**src/rtl/asteroid_field_if.sv**
```systemverilog
`default_nettype none
// +----------------------------------------------------------------------------+
// | Module   : asteroid_field_if                                                |
// | Brief    : Bundle between the game top and asteroid_field_ctrl: frame and   |
// |            drawing flags in; obstacle positions and hit status out.         |
// | Revision : 1.0  initial release                                             |
// +----------------------------------------------------------------------------+
interface asteroid_field_if #(
  parameter int N_OBJ        = 10,
  parameter int SCREEN_CORDW = 16,
  parameter int HIT_CNTW     = 8
);
  logic                          en;
  logic                          frame;
  logic                          ship_drawing;
  logic [N_OBJ-1:0]              obj_drawing;
  logic [N_OBJ*SCREEN_CORDW-1:0] obj_x;
  logic [N_OBJ*SCREEN_CORDW-1:0] obj_y;
  logic [N_OBJ-1:0]              hit_mask;
  logic                          collision;
  logic [HIT_CNTW-1:0]           hit_count;
  logic                          busy;

  // Game top / testbench side
  modport master (
    output en, frame, ship_drawing, obj_drawing,
    input  obj_x, obj_y, hit_mask, collision, hit_count, busy
  );

  // Field controller side
  modport slave (
    input  en, frame, ship_drawing, obj_drawing,
    output obj_x, obj_y, hit_mask, collision, hit_count, busy
  );
endinterface
`default_nettype wire

```
**src/rtl/asteroid_field_ctrl.sv**
```systemverilog
`default_nettype none
// +----------------------------------------------------------------------------+
// | Module   : asteroid_field_ctrl                                              |
// | Brief    : Steps N_OBJ falling obstacles once per frame, respawns hit or    |
// |            off-screen ones at an LFSR-derived x, and accumulates per-pixel  |
// |            ship/obstacle overlap into a hit mask and saturating counter.    |
// | Revision : 1.0  initial release                                             |
// +----------------------------------------------------------------------------+
module asteroid_field_ctrl #(
  parameter int          N_OBJ        = 10,
  parameter int          SCREEN_CORDW = 16,
  parameter int          H_RES        = 640,
  parameter int          V_RES        = 480,
  parameter int          OBJ_W        = 40,
  parameter int          DX           = 1,
  parameter int          DY           = 3,
  parameter logic [15:0] LFSR_SEED    = 16'hACE1,
  parameter int          HIT_CNTW     = 8
) (
  input  wire logic       clk_pix,
  input  wire logic       rst,
  asteroid_field_if.slave bus
);

  localparam int c_IDXW = (N_OBJ > 1) ? $clog2(N_OBJ) : 1;
  localparam int c_W1   = SCREEN_CORDW + 1;
  // Wide enough for hit_count plus a popcount of up to 32 hits
  localparam int c_SUMW = ((HIT_CNTW > 6) ? HIT_CNTW : 6) + 1;

  localparam logic [c_W1-1:0]   c_VRES    = c_W1'(V_RES);
  localparam logic [c_W1-1:0]   c_XLIM    = c_W1'(H_RES - OBJ_W);
  localparam logic [15:0]       c_XMOD    = 16'(H_RES - OBJ_W);
  localparam logic [15:0]       c_LFSR_TAPS = 16'hB400;
  localparam logic [c_SUMW-1:0] c_CNT_MAX = {{(c_SUMW-HIT_CNTW){1'b0}}, {HIT_CNTW{1'b1}}};

  typedef enum logic [0:0] {
    S_SCAN = 1'b0,
    S_MOVE = 1'b1
  } state_t;

  state_t                          r_state;
  state_t                          w_state_nxt;
  logic [c_IDXW-1:0]               r_idx;
  logic                            w_last;
  logic [N_OBJ-1:0]                r_acc;
  logic [N_OBJ-1:0]                w_acc_cur;
  logic [N_OBJ-1:0]                r_hit_mask;
  logic                            r_collision;
  logic [HIT_CNTW-1:0]             r_hit_count;
  logic [HIT_CNTW-1:0]             w_hit_count_nxt;
  logic [c_SUMW-1:0]               w_pop;
  logic [c_SUMW-1:0]               w_sum;
  logic [15:0]                     r_lfsr;
  logic [15:0]                     w_rnd_full;
  logic [SCREEN_CORDW-1:0]         w_rnd_x;
  logic [N_OBJ*SCREEN_CORDW-1:0]   w_obj_x;
  logic [N_OBJ*SCREEN_CORDW-1:0]   w_obj_y;

  assign w_last     = (r_idx == c_IDXW'(N_OBJ - 1));
  // Overlap seen this very cycle is folded in, so a frame pulse coinciding
  // with an overlap still credits it to the frame being closed.
  assign w_acc_cur  = bus.en ? (r_acc | ({N_OBJ{bus.ship_drawing}} & bus.obj_drawing))
                             : r_acc;
  assign w_rnd_full = r_lfsr % c_XMOD;
  assign w_rnd_x    = SCREEN_CORDW'(w_rnd_full);

  // State register
  always_ff @(posedge clk_pix or posedge rst) begin
    if (rst) r_state <= S_SCAN;
    else     r_state <= w_state_nxt;
  end

  // Next-state: a pass starts only on an enabled frame and always runs to the end
  always_comb begin
    w_state_nxt = r_state;
    case (r_state)
      S_SCAN:  if (bus.frame && bus.en) w_state_nxt = S_MOVE;
      S_MOVE:  if (w_last) w_state_nxt = S_SCAN;
      default: w_state_nxt = S_SCAN;
    endcase
  end

  // Obstacle index walks 0..N_OBJ-1 during a pass, parked at 0 otherwise
  always_ff @(posedge clk_pix or posedge rst) begin
    if (rst)                             r_idx <= '0;
    else if (r_state == S_MOVE && !w_last) r_idx <= r_idx + 1'b1;
    else                                 r_idx <= '0;
  end

  // Popcount of the closing frame's hits and saturating add
  always_comb begin
    w_pop = '0;
    for (int i = 0; i < N_OBJ; i++) w_pop = w_pop + c_SUMW'(w_acc_cur[i]);
    w_sum           = c_SUMW'(r_hit_count) + w_pop;
    w_hit_count_nxt = (w_sum > c_CNT_MAX) ? {HIT_CNTW{1'b1}} : w_sum[HIT_CNTW-1:0];
  end

  // Overlap accumulation while scanning; commit to hit status on frame
  always_ff @(posedge clk_pix or posedge rst) begin
    if (rst) begin
      r_acc       <= '0;
      r_hit_mask  <= '0;
      r_collision <= 1'b0;
      r_hit_count <= '0;
    end else if (r_state == S_SCAN) begin
      if (bus.frame) begin
        r_hit_mask  <= w_acc_cur;
        r_collision <= |w_acc_cur;
        r_hit_count <= w_hit_count_nxt;
        r_acc       <= '0;
      end else begin
        r_acc       <= w_acc_cur;
      end
    end
  end

  // Galois LFSR advances once per obstacle update so each gets a fresh x
  always_ff @(posedge clk_pix or posedge rst) begin
    if (rst)                    r_lfsr <= LFSR_SEED;
    else if (r_state == S_MOVE) r_lfsr <= {1'b0, r_lfsr[15:1]} ^ (r_lfsr[0] ? c_LFSR_TAPS : 16'h0000);
  end

  for (genvar gi = 0; gi < N_OBJ; gi++) begin : g_obj
    localparam logic [SCREEN_CORDW-1:0] c_X0 = SCREEN_CORDW'(gi * (H_RES / N_OBJ));

    logic [SCREEN_CORDW-1:0] r_x;
    logic [SCREEN_CORDW-1:0] r_y;
    logic [c_W1-1:0]         w_x_sum;
    logic [c_W1-1:0]         w_y_sum;
    logic                    w_sel;

    assign w_sel   = (r_state == S_MOVE) && (r_idx == c_IDXW'(gi));
    assign w_x_sum = {1'b0, r_x} + c_W1'(DX);
    assign w_y_sum = {1'b0, r_y} + c_W1'(DY);

    // Move, wrap or respawn this obstacle on its slot of the pass
    always_ff @(posedge clk_pix or posedge rst) begin
      if (rst) begin
        r_x <= c_X0;
        r_y <= '0;
      end else if (w_sel) begin
        if (r_hit_mask[gi] || (w_y_sum >= c_VRES)) begin
          r_x <= w_rnd_x;
          r_y <= '0;
        end else begin
          r_y <= w_y_sum[SCREEN_CORDW-1:0];
          r_x <= (w_x_sum >= c_XLIM) ? '0 : w_x_sum[SCREEN_CORDW-1:0];
        end
      end
    end

    assign w_obj_x[gi*SCREEN_CORDW +: SCREEN_CORDW] = r_x;
    assign w_obj_y[gi*SCREEN_CORDW +: SCREEN_CORDW] = r_y;
  end

  assign bus.obj_x     = w_obj_x;
  assign bus.obj_y     = w_obj_y;
  assign bus.hit_mask  = r_hit_mask;
  assign bus.collision = r_collision;
  assign bus.hit_count = r_hit_count;
  assign bus.busy      = (r_state == S_MOVE);

endmodule
`default_nettype wire

```
**src/flat_wrapper.sv**
```systemverilog
// flat-port wrapper written by rule: the top's interface ports become plain ports
module asteroid_field_ctrl_flat 
#(
  parameter int          N_OBJ        = 10,
  parameter int          SCREEN_CORDW = 16,
  parameter int          H_RES        = 640,
  parameter int          V_RES        = 480,
  parameter int          OBJ_W        = 40,
  parameter int          DX           = 1,
  parameter int          DY           = 3,
  parameter logic [15:0] LFSR_SEED    = 16'hACE1,
  parameter int          HIT_CNTW     = 8
)
  (clk_pix, rst, bus_en, bus_frame, bus_ship_drawing, bus_obj_drawing, bus_obj_x, bus_obj_y, bus_hit_mask, bus_collision, bus_hit_count, bus_busy);
  asteroid_field_if #(.N_OBJ(N_OBJ), .SCREEN_CORDW(SCREEN_CORDW), .HIT_CNTW(HIT_CNTW)) bus_i ();
  input  wire logic clk_pix;
  input  wire logic rst;
  input wire logic [$bits(bus_i.en)-1:0] bus_en;
  input wire logic [$bits(bus_i.frame)-1:0] bus_frame;
  input wire logic [$bits(bus_i.ship_drawing)-1:0] bus_ship_drawing;
  input wire logic [$bits(bus_i.obj_drawing)-1:0] bus_obj_drawing;
  output wire logic [$bits(bus_i.obj_x)-1:0] bus_obj_x;
  output wire logic [$bits(bus_i.obj_y)-1:0] bus_obj_y;
  output wire logic [$bits(bus_i.hit_mask)-1:0] bus_hit_mask;
  output wire logic [$bits(bus_i.collision)-1:0] bus_collision;
  output wire logic [$bits(bus_i.hit_count)-1:0] bus_hit_count;
  output wire logic [$bits(bus_i.busy)-1:0] bus_busy;
  assign bus_i.en = bus_en;
  assign bus_i.frame = bus_frame;
  assign bus_i.ship_drawing = bus_ship_drawing;
  assign bus_i.obj_drawing = bus_obj_drawing;
  assign bus_obj_x = bus_i.obj_x;
  assign bus_obj_y = bus_i.obj_y;
  assign bus_hit_mask = bus_i.hit_mask;
  assign bus_collision = bus_i.collision;
  assign bus_hit_count = bus_i.hit_count;
  assign bus_busy = bus_i.busy;
  asteroid_field_ctrl #(.N_OBJ(N_OBJ), .SCREEN_CORDW(SCREEN_CORDW), .H_RES(H_RES), .V_RES(V_RES), .OBJ_W(OBJ_W), .DX(DX), .DY(DY), .LFSR_SEED(LFSR_SEED), .HIT_CNTW(HIT_CNTW)) u_core (.clk_pix(clk_pix), .rst(rst), .bus(bus_i));
endmodule
```
**config.mk**
```make
export PLATFORM = sky130hd
export DESIGN_NAME = asteroid_field_ctrl_flat
export DESIGN_NICKNAME = d
export VERILOG_FILES = /design/src/rtl/asteroid_field_if.sv /design/src/rtl/asteroid_field_ctrl.sv /design/src/flat_wrapper.sv
export SDC_FILE = /design/constraint.sdc
export NUM_CORES = 1
export LEC_CHECK = 0
export ABC_AREA = 1
export CORE_UTILIZATION = 50
export CTS_CLUSTER_SIZE = 10
export DETAILED_ROUTE_END_ITERATION = 7
export PLACE_DENSITY = 0.76
export SYNTH_ARGS = -nofsm -noshare
export SYNTH_HDL_FRONTEND = slang
export SYNTH_SLANG_ARGS = --single-unit
export TNS_END_PERCENT = 5
```
**constraint.sdc**
```tcl
create_clock -name clk_pix -period 11.4 [get_ports clk_pix]
set_input_delay 1.71 -clock clk_pix [delete_from_list [all_inputs] [get_ports clk_pix]]
set_output_delay 1.71 -clock clk_pix [all_outputs]
set_load 0.005 [all_outputs]
```
==> reports/qor.csv <==
metric,value,unit
outcome,finished clean,
period_needed,5950,ps
synth_cell_types,60,
leakage,0.0126,uW
grt_overflow,0,
clk-insertion-delay-late,570,ps
relSlewSlack,0.330,
vdd_ir_drop_max,0.114,mV
finalMaxSlewViolations,0,
crit_type,register to register,
tns,0,ps
layout-drive-gt1-share,0.0558,
clock.fmax,168,MHz
htreeDepth,2,
io_buffers,354,
grt_max_degree,143,
drt_iter0_drc,1785,
syn-mean-instance-area,7.66,um2
ys_ff_latch,370,
finalClockSkew,17.6,ps
clk_path_buf_depth,3,
design.core.area,43500,um2
cp-end-kind,register,
die_h,213,um
cts_tree,yes,
syn_area,22200,um2
slowest_delay,590,ps
yosys_warnings,0,
antenna_left,0,
vias_per_cell,5.32,
slowest_stage,dfstp_2,
period_share,0.522,
startpoint_type,register,
rsz0062_at_grt,no,
cts_buffers,44,
gr-usage-all-layers,0.274,
cts_hold_buf,0,
post_cts_buffers,0,
postCtsResizedCells,0,
place_congestion,0.959,
ys.flop_type,dfrtp_1,
drc_errors,0,
num_vias,20574,
wl_per_cell,16.1,um
first_global_vias,19555,
syn_to_final_growth,24.6,%
setup_viol,0,
dieArea,45200,um2
cp.arrival,6380,ps
worstHoldPathType,register to register,
worstPathRequired,11830,ps
wirelength,62.1,mm
synth_fp_nets,2961,
clkTransAtPathRegs,60,ps
grt_antenna_before_repair,5,
ios,355,
fp-row-count,76,
final_nets,3316,
cap_violations,0,
start_util,0.510,
p_total,5530,uW
fillers,3708,
path_max_fanout,10,
grt_pass1_wl,99.2,mm
clock-sinks,370,
drt-pass1-iter-count,5,
syn_inst,2894,
finalHoldViolCount,0,
power_density,200,nW/um2
dpl.hpwl,44.7,mm
synth_enable_flop_cells,0,
seq_area_frac_synth,0.419,
root_buffer,clkbuf_16,
path_common_cell,nand2_1,
tightest_slew,1010,ps
chipWidth,213,um
async_flop_share,1.00,
-- per-layer routing --
metal  track usage  part of all wire  vias to the layer above
li1              -                 -                    10007
met1         0.353              0.43                     9833
met2         0.447              0.47                      583
met3        0.0597             0.064                      143
met4         0.107             0.035                        8
met5             0           0.00084                        -
-- cells by family after synthesis --
kind of cell	Yosys count	share of synthesized area
XOR/XNOR	238	0.0943
adder cells (fa/ha/maj)	52	0.0314
AO/OA/AOI/OAI	403	0.106
AND/OR/NAND/NOR	1295	0.258
buffers and inverters	536	0.0921
flip-flops	370	0.419
-- layout make-up --
type | count | area [um2] | share of cell area
multi-input cells | 1988 | 10900 | 0.393
diodes | 1 | 2.50 | 0.0000905
repair buffers | 372 | 3690 | 0.134
well taps | 585 | 732 | 0.0265
flip-flops and latches | 370 | 9290 | 0.336
clock inverters | 3 | 15.0 | 0.000543
clock buffers | 75 | 1260 | 0.0455
inverters | 473 | 1780 | 0.0645
-- cells in the mapped netlist (all sizes together), types with 26 or more instances --
cell / count / area, um2
nand3: 168 / 886
nor3: 95 / 475
clkbuf: 49 / 194
nor2: 429 / 1630
xnor2: 33 / 289
xor2: 205 / 1800
ha: 46 / 576
a21oi: 156 / 792
nor4: 26 / 163
o31ai: 38 / 285
nand2: 504 / 2060
inv: 468 / 1760
dfrtp: 347 / 8680
nand4: 40 / 250
o21ai: 133 / 681
-- registers in the layout (all words and copies together), names as in the netlist --
| signal | flops |
|---|---|
| u_core.g_obj.r_x | 160 |
| u_core.bus.busy | 1 |
| u_core.r_acc | 10 |
| u_core.bus.hit_mask | 10 |
| u_core.r_lfsr | 16 |
| u_core.g_obj.r_y | 160 |
| u_core.bus.collision | 1 |
| u_core.bus.hit_count | 8 |
| u_core.r_idx | 4 |
-- critical path, delay by kind of cell, from the launching register on --
family | cells | cell delay [ps]
simple gates | 31 | 3670
xor+xnor | 2 | 540
buf+inv | 2 | 90
flops | 1 | 590
compound gates | 4 | 900
-- layout by cell type, fill, tap and decap left out, types with 17 or more instances in the layout --
| cell type | synthesis | final |
|---|---|---|
| nand2_1 | 460 | 460 |
| dfrtp_1 | 347 | 347 |
| nand3_1 | 159 | 159 |
| inv_1 | 454 | 453 |
| xor2_1 | 204 | 204 |
| a31oi_1 | 20 | 20 |
| o21ai_0 | 118 | 118 |
| xnor2_1 | 33 | 33 |
| buf_4 | 1 | 17 |
| nand4_1 | 40 | 40 |
| o31ai_1 | 38 | 38 |
| nor3_1 | 95 | 95 |
| clkbuf_1 | 48 | 28 |
| ha_1 | 46 | 46 |
| a21oi_1 | 155 | 155 |
| dfstp_2 | 23 | 23 |
| nand2_2 | 33 | 33 |
| nor2_1 | 425 | 417 |
| clkdlybuf4s50_1 | 0 | 354 |
| clkbuf_16 | 0 | 45 |
| nor4_1 | 26 | 26 |
-- power by group --
part	leakage [uW]	switching, uW	internal [uW]
sequential	0.00482	376	1630
combinational	0.00716	1250	993
clock	0.000614	539	744
-- worst paths after layout --
check	startpoint	end	cells past startpoint	slack, ps
setup / recovery	u_core.r_lfsr[10]	u_core.g_obj[9].r_x[8]	39	5450
hold / removal	u_core.g_obj[9].r_x[6]	u_core.g_obj[9].r_x[6]	2	490
setup reg to reg	u_core.r_lfsr[10]	u_core.g_obj[9].r_x[8]	39	5450
hold reg to reg	u_core.g_obj[9].r_x[6]	u_core.g_obj[9].r_x[6]	2	490
max in group asynchronous	rst	u_core.g_obj[1].r_y[9]	4	7530
min in group asynchronous	rst	u_core.g_obj[0].r_y[15]	2	1670
-- stage by stage --
stage	setup slack (ps)	utilization	hold slack, ps	cell area (um2)	instances
after floorplan	4740	-	465	22200	2894
after global placement	5140	0.607	471	26400	3788
after detailed placement	5060	0.607	478	26400	3788
after CTS	5460	0.636	487	27600	3866
after global routing	4770	0.636	510	27600	3867
final	5450	0.636	493	27600	3867
Power figures use the tool's default switching activity.
==> variant, RTL diff (same settings) <==
`H_RES` is set to 640 in 2 places; all go to 320.
--- a/src/rtl/asteroid_field_ctrl.sv
+++ b/src/rtl/asteroid_field_ctrl.sv
@@ -10,5 +10,5 @@
   parameter int          N_OBJ        = 10,
   parameter int          SCREEN_CORDW = 16,
-  parameter int          H_RES        = 640,
+  parameter int          H_RES        = 320,
   parameter int          V_RES        = 480,
   parameter int          OBJ_W        = 40,
--- a/src/flat_wrapper.sv
+++ b/src/flat_wrapper.sv
@@ -4,5 +4,5 @@
   parameter int          N_OBJ        = 10,
   parameter int          SCREEN_CORDW = 16,
-  parameter int          H_RES        = 640,
+  parameter int          H_RES        = 320,
   parameter int          V_RES        = 480,
   parameter int          OBJ_W        = 40,
Check against the original RTL: not equivalent (Yosys sat finds a counterexample within 4 cycles, from zero or initial values and one cycle with rst high).
==> variant against the original RTL <==
  * Final area grew 0.75%
  * Maximum frequency grew 2.6%
  * Total power shrank 1.0%
  * Global-route usage is essentially flat
  * Combinational power shrank 7%
  * Synthesized area grew 0.17%
  * Clock power grew 11%
  * Sequential share of layout area shrank 0.25 points
  * Sequential cell count is the same
  * Clock skew shrank 0.0038 ns
  * Wire length grew 0.54%
  * Critical endpoint is now u_core.g_obj[9].r_x[8]
  * Via count grew 0.48%
  * Worst setup slack gained 0.15 ns
==> variant: results (changes against the original RTL) <==
- Final Power: 5.47 mW (-1.0%)
- Vias in the first global route: 19913 (+1.8%)
- First-pass GRT wire length: 100 mm (+0.77%)
- Diodes inserted: 0 (-1)
- Syn nets: 2936 (-0.84%)
- Initial drt markers: 1798 (+0.73%)
- Gr usage total: 27.4% (about the same)
- Register area share after synthesis: 41.8% (-0.071 points)
- Kind of cell adding the most delay to the critical path: simple AND/OR/NAND/NOR gates
- Root Buffer: clkbuf_16
- Crit share post-route: 50.9% (-1.3 points)
- Num CTS Buffers: 46 (+4.5%)
- Crit-path max cell delay: 0.57 ns (-0.02 ns)
- Synth unique cells: 59 (-1.7%)
- Worst skew pair latency: 0.58 ns
- Pre-CTS setup slack: 5.06 ns (-0.000890 ns)
- Layout cells sized above 1: 6.23% (+0.66 points)
- Switch Pwr: 2.08 mW (-3.8%)
- Non-Filler Instances: 3857 (-0.26%)
- Endpoints failing hold: 0 (unchanged)
- Post-Syn Instances: 2869 (-0.86%)
- Flop-to-flop setup slack: 5.60 ns (+0.15 ns)
- Placed Cells: 3772 (-0.42%)
- GPL Wtd Cong: 0.931 (-3.0%)
- Worst Hold Class: flip-flop to flip-flop
- Top cells by area, synth: dfrtp_1 (39%), inv_1 (8.1%), xor2_1 (7.8%)
- Post-DP Area: 26400 sq um (about the same)
- Worst rel slew slack: 33.8% (+0.80 points)
- Post_cts resized: 0 (unchanged)
- Largest regs: u_core.g_obj.r_x (160), u_core.g_obj.r_y (160), u_core.r_lfsr (16)
- CTS tree: built
- Post-Route Skew: 0.0138 ns (-0.00377 ns)
- Initial antenna violation count: 0 (-5)
- # H-tree levels: 2 (unchanged)
- Logic power comb: 2.08 mW (-7%)
- Post-synth ARST share: 100% (unchanged)
- CP max FO: 10 (unchanged)
- Worst-path clk slew: roughly 0.05 ns
- Largest net degree at the start of global routing: 153 (+7.0%)
- Detailed-route wire length: 62.5 mm (+0.54%)
- 1st-pass router iterations: 5 (unchanged)
- CTS Hold Bufs: 0 (unchanged)
- Synth warn: 0 (unchanged)
- Leak pwr: 12.6 nW (+0.22%)
- Filler cell count in the final layout: 3647 (-1.6%)
- Post-DP HPWL: 45.2 mm (+0.97%)
- Drt via density: 5.36 (+0.74%)
- Crit-path slowest cell: dfstp_2
- Outcome: completed
- Min Hold Slack: 0.496 ns (+0.00257 ns)
- Clk pwr: 1.42 mW (+11%)
- Max VDD drop: 146 uV (+28%)
- Nets: 3302 (-0.42%)
- Commonest cells in the netlist: inv_1 (480), nor2_1 (446), nand2_1 (420), dfrtp_1 (347), xor2_1 (198)
- Number of setup buffers added after CTS: 0 (unchanged)
## variant: changes by cell type in the layout (fill, tap and decap cells not counted), sizes merged, moves of 6 or more
cell    change
nand2      -35
inv        +21
nor4       +13
o21ai       -7
a21oi      -28
nand3       -8
clkbuf      +7
o31ai      -16
nor3        +6
nor2       +19
nand4       +8
xnor2       +6
o22ai       +9
xor2        -6
## variant: per-layer routing
layer / vias up / track usage (%) / part of all wire (%)
met1: 9925 / 35.5 / 43
met2: 678 / 45.3 / 47
met3: 133 / 5.37 / 6.8
met4: 0 / 10.4 / 3.3
met5: - / 0 / 0
li1: 9936 / - / -
## variant: worst paths after layout
check / start / to / cells after the start
max: u_core.r_lfsr[11] / u_core.g_obj[9].r_x[8] / 45
min: u_core.g_obj[9].r_x[5] / u_core.g_obj[9].r_x[5] / 2
max reg2reg: u_core.r_lfsr[11] / u_core.g_obj[9].r_x[8] / 45
min reg2reg: u_core.g_obj[9].r_x[5] / u_core.g_obj[9].r_x[5] / 2
max in group asynchronous: rst / u_core.g_obj[7].r_x[3] / 4
min in group asynchronous: rst / u_core.g_obj[2].r_y[2] / 3
## variant: kinds of logic (layout without fill, tap and decap cells)
family                     after synthesis  in the layout  synth area share, %
and+or+nand+nor                       1293           1293                 26.1
buffers and inverters                  548            951                 9.63
DFF                                    370            370                 41.8
AOI/OAI and AO/OA                      368            368                 9.89
xor gates and xnor gates               238            238                 9.45
adders and majority gates               52             52                 3.13
## variant: final cells by class
cell class / count / area (sq um) / share of cell area [%]
multi-input cells: 1951 / 10800 / 38.9
clock buffers: 82 / 1440 / 5.17
clock inverters: 3 / 18.8 / 0.0674
flip-flops and latches: 370 / 9290 / 33.4
inverters: 494 / 1860 / 6.67
well taps: 585 / 732 / 2.63
repair buffers: 372 / 3690 / 13.3
